--- src/rtl/rsp_split.sv ---
// Response splitter: routes each tagged input beat into a per-stream FIFO and
// presents every FIFO head on its own output port. Optional RSP_SPLIT_BYPASS_EN adds cut-through.
module rsp_split #(
    parameter int WAYS  = 16,
    parameter int WIDTH = 1,
    parameter int DEPTH = 4
) (
    input  logic                     clk,
    input  logic                     reset,
    input  logic                     i_v,
    output logic                     i_r,
    input  logic [WIDTH-1:0]         i_d,
    input  logic [$clog2(WAYS)-1:0]  i_sel,
    output logic [WAYS-1:0]          o_v,
    input  logic [WAYS-1:0]          o_r,
    output logic [WAYS*WIDTH-1:0]    o_d,
    output logic                     o_idle
);

    localparam int SW = $clog2(WAYS);
    localparam int AW = $clog2(DEPTH);
    localparam int PW = AW + 1;

    logic [PW-1:0]    rd_q [WAYS];
    logic [PW-1:0]    rd_d [WAYS];
    logic [PW-1:0]    wr_q [WAYS];
    logic [PW-1:0]    wr_d [WAYS];
    logic [WIDTH-1:0] mem_q [WAYS][DEPTH];

    logic [WAYS-1:0] hit;
    logic [WAYS-1:0] empty;
    logic [WAYS-1:0] full;
    logic [WAYS-1:0] byp;
    logic [WAYS-1:0] push;
    logic [WAYS-1:0] pop;

    // The wrap bit distinguishes full from empty when the low pointer bits match.
    always_comb begin
        hit   = '0;
        empty = '0;
        full  = '0;
        byp   = '0;
        push  = '0;
        pop   = '0;
        o_v   = '0;
        o_d   = '0;
        for (int s = 0; s < WAYS; s++) begin
            rd_d[s]  = rd_q[s];
            wr_d[s]  = wr_q[s];
            hit[s]   = i_v && (i_sel == SW'(s));
            empty[s] = (rd_q[s] == wr_q[s]);
            full[s]  = (rd_q[s][AW-1:0] == wr_q[s][AW-1:0]) && (rd_q[s][AW] != wr_q[s][AW]);
`ifdef RSP_SPLIT_BYPASS_EN
            // Cut-through only from an empty FIFO; valid never looks at this slot's ready.
            byp[s] = hit[s] && empty[s] && o_r[s];
            o_v[s] = !empty[s] || hit[s];
            o_d[s*WIDTH +: WIDTH] = empty[s] ? i_d : mem_q[s][rd_q[s][AW-1:0]];
`else
            o_v[s] = !empty[s];
            o_d[s*WIDTH +: WIDTH] = mem_q[s][rd_q[s][AW-1:0]];
`endif
            push[s] = hit[s] && !full[s] && !byp[s];
            pop[s]  = !empty[s] && o_r[s];
            rd_d[s] = rd_q[s] + PW'(pop[s]);
            wr_d[s] = wr_q[s] + PW'(push[s]);
        end
    end

    assign i_r    = !full[i_sel];
    assign o_idle = (&empty) && !i_v;

    // NOTE: storage is reset as well so o_d reads 0 out of reset, not stale data.
    always_ff @(posedge clk or posedge reset) begin
        if (reset) begin
            for (int s = 0; s < WAYS; s++) begin
                rd_q[s] <= '0;
                wr_q[s] <= '0;
                for (int e = 0; e < DEPTH; e++) begin
                    mem_q[s][e] <= '0;
                end
            end
        end else begin
            for (int s = 0; s < WAYS; s++) begin
                rd_q[s] <= rd_d[s];
                wr_q[s] <= wr_d[s];
                if (push[s]) begin
                    mem_q[s][wr_q[s][AW-1:0]] <= i_d;
                end
            end
        end
    end

endmodule

--- config.mk ---
export PLATFORM = sky130hd
export DESIGN_NAME = rsp_split
export DESIGN_NICKNAME = d
export VERILOG_FILES = /design/src/rtl/rsp_split.sv
export SDC_FILE = /design/constraint.sdc
export NUM_CORES = 1
export LEC_CHECK = 0
export CAP_MARGIN = 20
export CORE_MARGIN = 3
export CORE_UTILIZATION = 60
export DETAILED_ROUTE_END_ITERATION = 7
export GPL_TIMING_DRIVEN = 0
export PLACE_DENSITY = 0.8
export SETUP_SLACK_MARGIN = 0.02
export SYNTH_ARGS = -nofsm -noshare
export SYNTH_HDL_FRONTEND = slang
export SYNTH_SLANG_ARGS = --single-unit
--- constraint.sdc ---
create_clock -name clk -period 8.55 [get_ports clk]
set_input_delay 1.71 -clock clk [delete_from_list [all_inputs] [get_ports clk]]
set_output_delay 1.71 -clock clk [all_outputs]
set_load 0.01 [all_outputs]
==> reports/results.txt, run 1 <==
status -> finished, final reports clean
Clock Pin Slew Worst Setup and Hold Paths -> 0.06 ns
Slew Viols, Final -> 0
Final Hold Viols -> 0
Routed WL -> 15,600 um
total number of vias -> 4,810
final antenna-violating net count -> 0
multiplexer share of the synthesized area -> 14.4%
PnR worst setup slack -> 2.60 ns
Core Area -> 12,800 um2
die area -> 14,600 um2
CTS tree -> built
Post-Place Cells -> 801
Total GRT Usage -> 22.7%
Initial Util -> 61.9%
Power Density -> 365 nW/um2
PortBufs -> 55
post-synthesis compound-gate area fraction -> 3.67%
fill cell total of the finished layout -> 836
share of cells above drive strength 1 -> 17.9%
vias in the first global route -> 5,035
drt wl/cell -> 18.7 um
Final period util -> 69.6%
Die X -> 121 um
# diodes -> 0
Max VDD drop -> 0.291 mV
synthesized instance count -> 573
Cell variety after synth -> 35
sequential fraction of the synthesis area -> 50.6%
Final Wtd Congestion -> 0.818
post-CTS sizing -> 0
Starting DRT DRC Count -> 352
Top FF cell, synth -> dfrtp_1
crit path kind -> input pin to output pin
EDFF count, synth -> 0
setup violators final -> 0
max frequency -> 168 MHz
grt ovf -> 0
Vias/cell -> 5.77
CTS root buf -> clkbuf_16
Synthesis Warnings -> 0
Worst Hold Class -> flip-flop to flip-flop
Max-Cap Viols -> 0
clock skew -> 0.00607 ns
worst-case clock buffer depth -> 2
Avg Inst Size Synth -> 13.8 um2
Synth Area in Simple Gates -> 11.2%
setup_tns -> 0 ns
WP data required -> 6.84 ns
DRC -> 0
#FFs+latches synth -> 160
Data arrival, critical path -> 4.24 ns
CTS Buf Count -> 17
RSZ-0062 raised after global routing -> false
Post-CTS Hold Buffers -> 0
# IOs -> 58
post-route minimum period -> 5.95 ns
DP HPWL -> 11,100 um
syn nets -> 661
htree depth -> 4
worst-margin pin slew -> 0.829 ns
CTS Sinks -> 160
Worst Path Max Fanout -> 10
first-pass iteration count of the detailed router -> 4
fraction of registers with async set/reset -> 100%
Skew-Pair Late Insertion Delay -> 0.42 ns
critical path capture point type -> output pin
row count -> 41
slew margin rel. -> 44.7%
Setup WS pre-CTS -> 2.62 ns
Synth Area in Adders -> 10.1%
first-pass GRT wire length -> 25,600 um
initial antenna violation count -> 0
layout net count -> 736
die extent in y -> 121 um
Post-CTS Setup Bufs -> 0
Mapped Area -> 7910 um2
largest net degree at the start of global routing -> 94
post-synthesis xor/xnor area fraction -> 9.43%
startpoint types -> input pin
Leak -> 4.31 nW
area grow syn2layout -> 17.3%
largest family of logic cells by synthesized area -> multiplexers
fin cells -> 833
-- final timing paths --
path,from,to,slack (ns),depth (start not counted)
max in group asynchronous,reset,mem_q[25]$_DFFE_PP0P_,5.88,3
min in group asynchronous,reset,mem_q[3]$_DFFE_PP0P_,1.87,2
max,i_sel[1],i_r,2.60,6
min,rd_q[14]$_DFF_PP0_,rd_q[14]$_DFF_PP0_,0.48,1
max reg2reg,wr_q[16]$_DFF_PP0_,mem_q[23]$_DFFE_PP0P_,6.58,4
min reg2reg,rd_q[14]$_DFF_PP0_,rd_q[14]$_DFF_PP0_,0.48,1
-- per-layer routing --
| metal | track usage (%) | vias up | share of wire (%) | routed length [um] |
|---|---|---|---|---|
| li1 | - | 2237 | - | - |
| met1 | 29.8 | 2464 | 44 | 6900 |
| met2 | 37.9 | 89 | 51 | 7950 |
| met3 | 5.19 | 20 | 3.3 | 518 |
| met4 | 7.29 | 0 | 1.3 | 206 |
| met5 | 0 | - | 0 | 0 |
-- critical path, stage by stage --
cell	delay (ns)
clkdlybuf4s50_1	0.61
clkbuf_1	0.40
o21ai_0	0.21
mux4_2	0.52
mux2i_1	0.19
clkdlybuf4s50_1	0.59
-- synthesized netlist by cell type (2+ instances only) --
master,count,share of area [%]
a22o_1,2,0.22
a311oi_2,10,1.9
a311oi_4,2,0.66
and2_1,16,1.3
and3_1,2,0.16
buf_2,2,0.13
clkbuf_1,7,0.33
dfrtp_1,160,51
ha_1,64,10
mux2_1,20,2.8
mux2_2,44,6.3
mux4_2,18,5.1
nand2_1,21,1.0
nand2b_1,2,0.16
nand3_1,22,1.4
nand3b_1,30,2.8
nand4_1,6,0.47
nor2_1,24,1.1
nor2b_1,2,0.16
nor3_1,4,0.25
nor3b_1,12,1.1
nor3b_2,4,0.63
o21ai_0,6,0.38
o311a_1,4,0.51
or4_1,2,0.19
xnor2_1,22,2.4
xnor2_2,6,1.2
xor2_1,52,5.8
-- stage by stage --
stage                     hold slack [ns]  total power [mW]  utilization, %  instance area [um2]
after floorplan                     0.452              2.18               -                 7910
after global placement              0.463              2.57            67.9                 8670
after detailed placement            0.475              2.67            68.2                 8710
after CTS                           0.486              3.42            72.7                 9280
after global routing                0.499              3.59            72.7                 9280
final                               0.484              3.38            72.7                 9280
-- sequential cells by signal, indices dropped and copies added (netlist names) --
register and cells:
rd_q 48, wr_q 48, mem_q 64
-- kinds of logic after synthesis --
group / Yosys count
flops: 160
xor+xnor: 80
simple gates: 151
mux: 83
fa+ha+maj: 64
compound gates: 24
buf+inv: 11
-- layout by cell type, fill, tap and decap left out, types with 16 or more instances in the layout --
| cell type | instances |
|---|---|
| dfrtp_1 | 160 |
| clkdlybuf4s50_1 | 55 |
| and2_1 | 16 |
| nand3b_1 | 30 |
| xnor2_1 | 22 |
| mux2_1 | 20 |
| mux4_2 | 18 |
| clkbuf_16 | 17 |
| ha_1 | 64 |
| nand3_1 | 22 |
| nor2_1 | 24 |
| mux2_2 | 44 |
| xor2_1 | 52 |
| nand2_1 | 21 |
-- where the power goes --
group / switching (mW) / total, mW / internal (mW)
clock network: 0.284 / 0.729 / 0.445
registers: 0.356 / 1.43 / 1.08
logic: 0.569 / 1.22 / 0.653
-- cell type report --
type	count	area, um2	area share, %
Sequential cell	160	4000	43.1
Clock inverter	5	50.0	0.539
Timing Repair Buffer	56	578	6.23
Buffer	10	40.0	0.431
Multi-Input combinational cell	402	3860	41.6
Inverter	1	8.76	0.0944
Tap cell	172	215	2.32
Clock buffer	27	523	5.64
(Power assumes the default switching activity.)
==> run 2: changes to the inputs <==
CORE_UTILIZATION = 59   (was 60)
PLACE_DENSITY = 0.79   (was 0.8)
clock period = 5.8 ns   (was 8.55 ns; I/O delays follow)
==> run 2 against run 1 <==
  * First-iteration DRC count shrank 40%
  * Non-clock buffer count is the same
  * Clock-buffer cell count shrank 6
  * Setup slack lost 1.6 ns
  * Flip-flop and latch count is the same
==> reports/results.txt, run 2 (synthesis results as in run 1) <==
design area -> 9310 um2
Core Area -> 12,900 um2
Data arrival, critical path -> 3.65 ns
Slew Viols, Final -> 0
fin cells -> 829
setup violators final -> 0
# IOs -> 58
RSZ-0062 raised after global routing -> false
max frequency -> 208 MHz
clock skew -> 0.00915 ns
Internal -> 3.29 mW
Leak -> 4.32 nW
DRC -> 0
area grow syn2layout -> 17.8%
Largest register FFs -> 64
Routed WL -> 15,200 um
die extent in y -> 122 um
most numerous cell on the critical path -> clkdlybuf4s50_1
most frequent cells in the layout -> dfrtp_1, ha_1, clkdlybuf4s50_1
r2r worst-path depth -> 6
Vias/cell -> 5.81
Clk pwr share -> 22.9%
slew margin rel. -> 45.9%
final antenna-violating net count -> 0
CTS tree -> built
Worst path depth -> 6
worst-margin pin slew -> 0.812 ns
Total GRT Usage -> 22.3%
Max-Cap Viols -> 0
first-pass iteration count of the detailed router -> 6
crit path max-delay cell type -> clkdlybuf4s50_1
Max VDD drop -> 0.331 mV
layout net count -> 736
grt ovf -> 0
switching share of total power -> 34.8%
Skew-Pair Late Insertion Delay -> 0.43 ns
Post-CTS Hold Buffers -> 0
fill cell total of the finished layout -> 902
Starting DRT DRC Count -> 211
worst-case clock buffer depth -> 2
Worst path max stage delay -> 0.61 ns
first-pass GRT wire length -> 25,300 um
Final period util -> 82.9%
Final Hold Viols -> 0
Sw Pwr -> 1.76 mW
initial antenna violation count -> 0
Initial Util -> 61.4%
Worst Hold Class -> flip-flop to flip-flop
DP HPWL -> 10,800 um
WP data required -> 4.64 ns
crit path cell chain -> clkdlybuf4s50_1, clkbuf_1, o21ai_0, mux4_2, mux2i_1, clkdlybuf4s50_1
Final Wtd Congestion -> 0.799
total number of vias -> 4,814
vias in the first global route -> 5,054
CTS Sinks -> 160
Flop pwr share -> 41.5%
post-route minimum period -> 4.81 ns
# diodes -> 0
Clock Pin Slew Worst Setup and Hold Paths -> 0.06 ns
Die X -> 122 um
delay-heaviest family, CP -> buffers and inverters
setup_tns -> 0 ns
CP Buf/Inv Count -> 3
Power Density -> 542 nW/um2
Post-Place Cells -> 801
startpoint types -> input pin
die area -> 14,800 um2
status -> finished, final reports clean
Hold Path Stages -> 1
largest net degree at the start of global routing -> 92
utilization after layout -> 72.3%
PortBufs -> 55
commonest non-fill, non-tap cell in the layout -> dfrtp_1
row count -> 41
CTS root buf -> clkbuf_16
Largest regs -> mem_q: 64 flops, rd_q: 48 flops, wr_q: 48 flops
htree depth -> 4
CTS Buf Count -> 17
crit path kind -> input pin to output pin
placed cell area -> 8710 um2
share of cells above drive strength 1 -> 17.8%
Biggest register -> mem_q
post-CTS sizing -> 0
Post-CTS Setup Bufs -> 0
Worst Path Max Fanout -> 10
combinational share of power -> 35.6%
critical path capture point type -> output pin
drt wl/cell -> 18.3 um
-- run 2: changes by cell type in the layout (fill, tap and decap cells not counted) --
cell / delta
bufinv_16: +3
clkbuf_1: -3
clkbuf_8: -3
clkinv_2: -1
-- run 2: power by group through the flow --
stage	logic, mW	clock network (mW)	registers, mW
after global placement	1.70	0	2.08
after global routing	1.99	1.22	2.18
final	1.80	1.16	2.10
after floorplan	1.22	0	1.98
after CTS	1.82	1.17	2.10
after detailed placement	1.80	0	2.11
-- run 2: per-stage QoR --
stage                     power [mW]  hold slack (ns)  worst slack (ns)
after floorplan                 3.21            0.452             0.320
after global placement          3.79            0.464             -1.59
after detailed placement        3.91            0.475              1.04
after CTS                       5.09            0.485              1.03
after global routing            5.38            0.498             0.846
final                           5.05            0.479             0.992
-- run 2: worst paths after layout --
check                                        start                  to  slack [ns]
worst min register to register  rd_q[14]$_DFF_PP0_  rd_q[14]$_DFF_PP0_        0.48
min in group asynchronous                    reset   rd_q[0]$_DFF_PP0_        1.28
worst max register to register  wr_q[39]$_DFF_PP0_  rd_q[41]$_DFF_PP0_        3.82
worst max-delay path                      i_sel[1]                 i_r        0.99
max in group asynchronous                    reset  wr_q[22]$_DFF_PP0_        3.70
worst min-delay path            rd_q[14]$_DFF_PP0_  rd_q[14]$_DFF_PP0_        0.48
-- run 2: area by class of cell --
class / count / area [um2] / area share (%)
Multi-Input combinational cell: 402 / 3860 / 41.5
Tap cell: 172 / 215 / 2.31
Timing Repair Buffer: 56 / 578 / 6.21
Inverter: 1 / 8.76 / 0.0940
Buffer: 10 / 40.0 / 0.430
Clock inverter: 7 / 135 / 1.45
Sequential cell: 160 / 4000 / 43.0
Clock buffer: 21 / 470 / 5.05
-- run 2: metal layers --
layer  wire length [um]  track usage [%]  vias to the layer above  share of wire, %
met2               7540             36.4                       83                50
li1                   -                -                     2225                 -
met3                564             5.90                       26               3.7
met1               6800             29.3                     2480                45
met4                288             7.28                        0               1.9
met5                  0                0                        -                 0
==> run 3: changes to the inputs <==
CORE_UTILIZATION = 53   (was 59)
PLACE_DENSITY = 0.75   (was 0.79)
clock period = 4.36 ns   (was 5.8 ns; I/O delays follow)
==> run 3 against run 2 <==
  * Sequential power rose by 33%
  * Combinational power rose by 33%
  * Critical endpoint unchanged
  * Final area rose by 1.2%
  * Largest cell class unchanged
  * Die area rose by 11%
  * Worst hold slack improved by 0.0043 ns
  * Largest power group unchanged
  * Sequential share of layout area fell by 0.52 points
==> reports/results.txt, run 3 (synthesis results as in run 1) <==
status -> finished, final reports clean
Largest regs -> mem_q: 64 flops, rd_q: 48 flops, wr_q: 48 flops
Initial Util -> 54.2%
Worst path max stage delay -> 0.60 ns
Max-Cap Viols -> 0
most numerous cell on the critical path -> clkdlybuf4s50_1
row count -> 44
Final Hold Viols -> 0
grt met1 use -> 27.5%
grt ovf -> 0
Routed WL -> 15,300 um
met3 track demand over resource -> 4.79%
first-pass GRT wire length -> 25,800 um
RSZ-0062 raised after global routing -> false
CTS Buf Count -> 17
largest net degree at the start of global routing -> 43
die area -> 16,400 um2
Die X -> 128 um
Largest register FFs -> 64
most frequent cells in the layout -> dfrtp_1, ha_1, clkdlybuf4s50_1
met2 Use GR -> 32.7%
worst-margin pin slew -> 0.825 ns
post-route minimum period -> 4.22 ns
Core Area -> 14,600 um2
grt peak-use layer -> met2
CTS Sinks -> 160
Clock Pin Slew Worst Setup and Hold Paths -> 0.06 ns
layout net count -> 739
htree depth -> 4
Power Density -> 721 nW/um2
clock skew -> 0.00634 ns
Starting DRT DRC Count -> 244
# IOs -> 58
delay-heaviest family, CP -> buffers and inverters
Worst Hold Class -> flip-flop to flip-flop
drt wl/cell -> 18.1 um
Max VDD drop -> 0.377 mV
setup_tns -> 0 ns
commonest non-fill, non-tap cell in the layout -> dfrtp_1
register area -> 4000 um2
footprint of the multi-input gates -> 3860 um2
critical path capture point type -> output pin
crit path cell chain -> clkdlybuf4s50_1, clkbuf_4, nor2_1, a22o_1, mux4_2, mux2i_1, clkdlybuf4s50_1
Total GRT Usage -> 20.3%
Vias/cell -> 5.62
DRC -> 0
Skew-Pair Late Insertion Delay -> 0.42 ns
Leak -> 4.36 nW
fill cell total of the finished layout -> 1,055
# diodes -> 0
die extent in y -> 128 um
share of cells above drive strength 1 -> 19.0%
crit path kind -> input pin to output pin
Final Wtd Congestion -> 0.829
startpoint types -> input pin
initial antenna violation count -> 0
total number of vias -> 4,765
final antenna-violating net count -> 0
PortBufs -> 55
Final period util -> 96.9%
first-pass iteration count of the detailed router -> 4
vias in the first global route -> 4,983
CTS tree -> built
area grow syn2layout -> 19.2%
setup violators final -> 0
Data arrival, critical path -> 3.35 ns
CP Buf/Inv Count -> 3
slew margin rel. -> 44.9%
DP HPWL -> 11,200 um
Worst Path Max Fanout -> 10
crit path max-delay cell type -> clkdlybuf4s50_1
Biggest register -> mem_q
Fin Hold WS -> 0.484 ns
WP data required -> 3.49 ns
CTS root buf -> clkbuf_16
worst-case clock buffer depth -> 2
max frequency -> 237 MHz
Slew Viols, Final -> 0
run 3: cell count changes in the layout (fill, tap and decap cells not counted), sizes merged:
cell and change:
buf +2, inv -1, clkinvlp +3, clkinv +1, clkbuf +2
run 3: worst paths after layout:
| check | from | to | slack [ns] | depth (start not counted) |
|---|---|---|---|---|
| min reg2reg | wr_q[47]$_DFF_PP0_ | wr_q[47]$_DFF_PP0_ | 0.48 | 1 |
| min | wr_q[47]$_DFF_PP0_ | wr_q[47]$_DFF_PP0_ | 0.48 | 1 |
| min in group asynchronous | reset | rd_q[5]$_DFF_PP0_ | 0.96 | 2 |
| max | i_sel[1] | i_r | 0.14 | 7 |
| max reg2reg | wr_q[16]$_DFF_PP0_ | rd_q[17]$_DFF_PP0_ | 2.31 | 6 |
| max in group asynchronous | reset | mem_q[30]$_DFFE_PP0P_ | 2.32 | 5 |
run 3: repair_timing:
| action | 4_1_cts | 5_1_grt |
|---|---|---|
| gates resized for setup | 0 | 3 |
| setup buffers | 0 | 0 |
| hold buffers | 0 | 0 |
| endpoints found under the setup margin | 0 | 1 |
run 3: per-layer routing:
layer	share of wire, %	routed length [um]	vias to the layer above
li1	-	-	2237
met5	0	0	-
met3	2.8	427	17
met1	46	7010	2435
met2	50	7610	76
met4	2.0	301	0
run 3: final cells by class:
class / count / area share [%]
flip-flops and latches: 160 / 42.5
multi-input cells: 402 / 41.0
repair buffers: 59 / 6.69
clock buffers: 22 / 5.24
well taps: 184 / 2.44
clock inverters: 10 / 1.65
plain buffers: 10 / 0.465
inverters: 1 / 0.0796
run 3: worst reg2reg max path: stages (launching register included):
cell and delay [ns]:
dfrtp_1 0.44, xnor2_1 0.38, nand3b_1 0.29, and2_1 0.26
ha_1 0.19, ha_1 0.21, xor2_1 0.17
run 3: power by group:
part	internal (mW)	switching, mW
sequential	2.11	0.688
combinational	1.28	1.11
clock	1.03	0.578
total	4.42	2.37
run 3: per-stage QoR:
step / util (%) / std cells / area [um2] / total power [mW] / setup WS, ns
after floorplan: - / 573 / 7910 / 4.27 / 1.46
after global placement: 59.6 / 812 / 8690 / 5.05 / 0.0772
after detailed placement: 60.1 / 816 / 8770 / 5.22 / 0.108
after CTS: 64.6 / 848 / 9420 / 6.87 / 0.0803
after global routing: 64.6 / 848 / 9430 / 7.25 / 0.0230
final: 64.6 / 848 / 9430 / 6.80 / 0.137
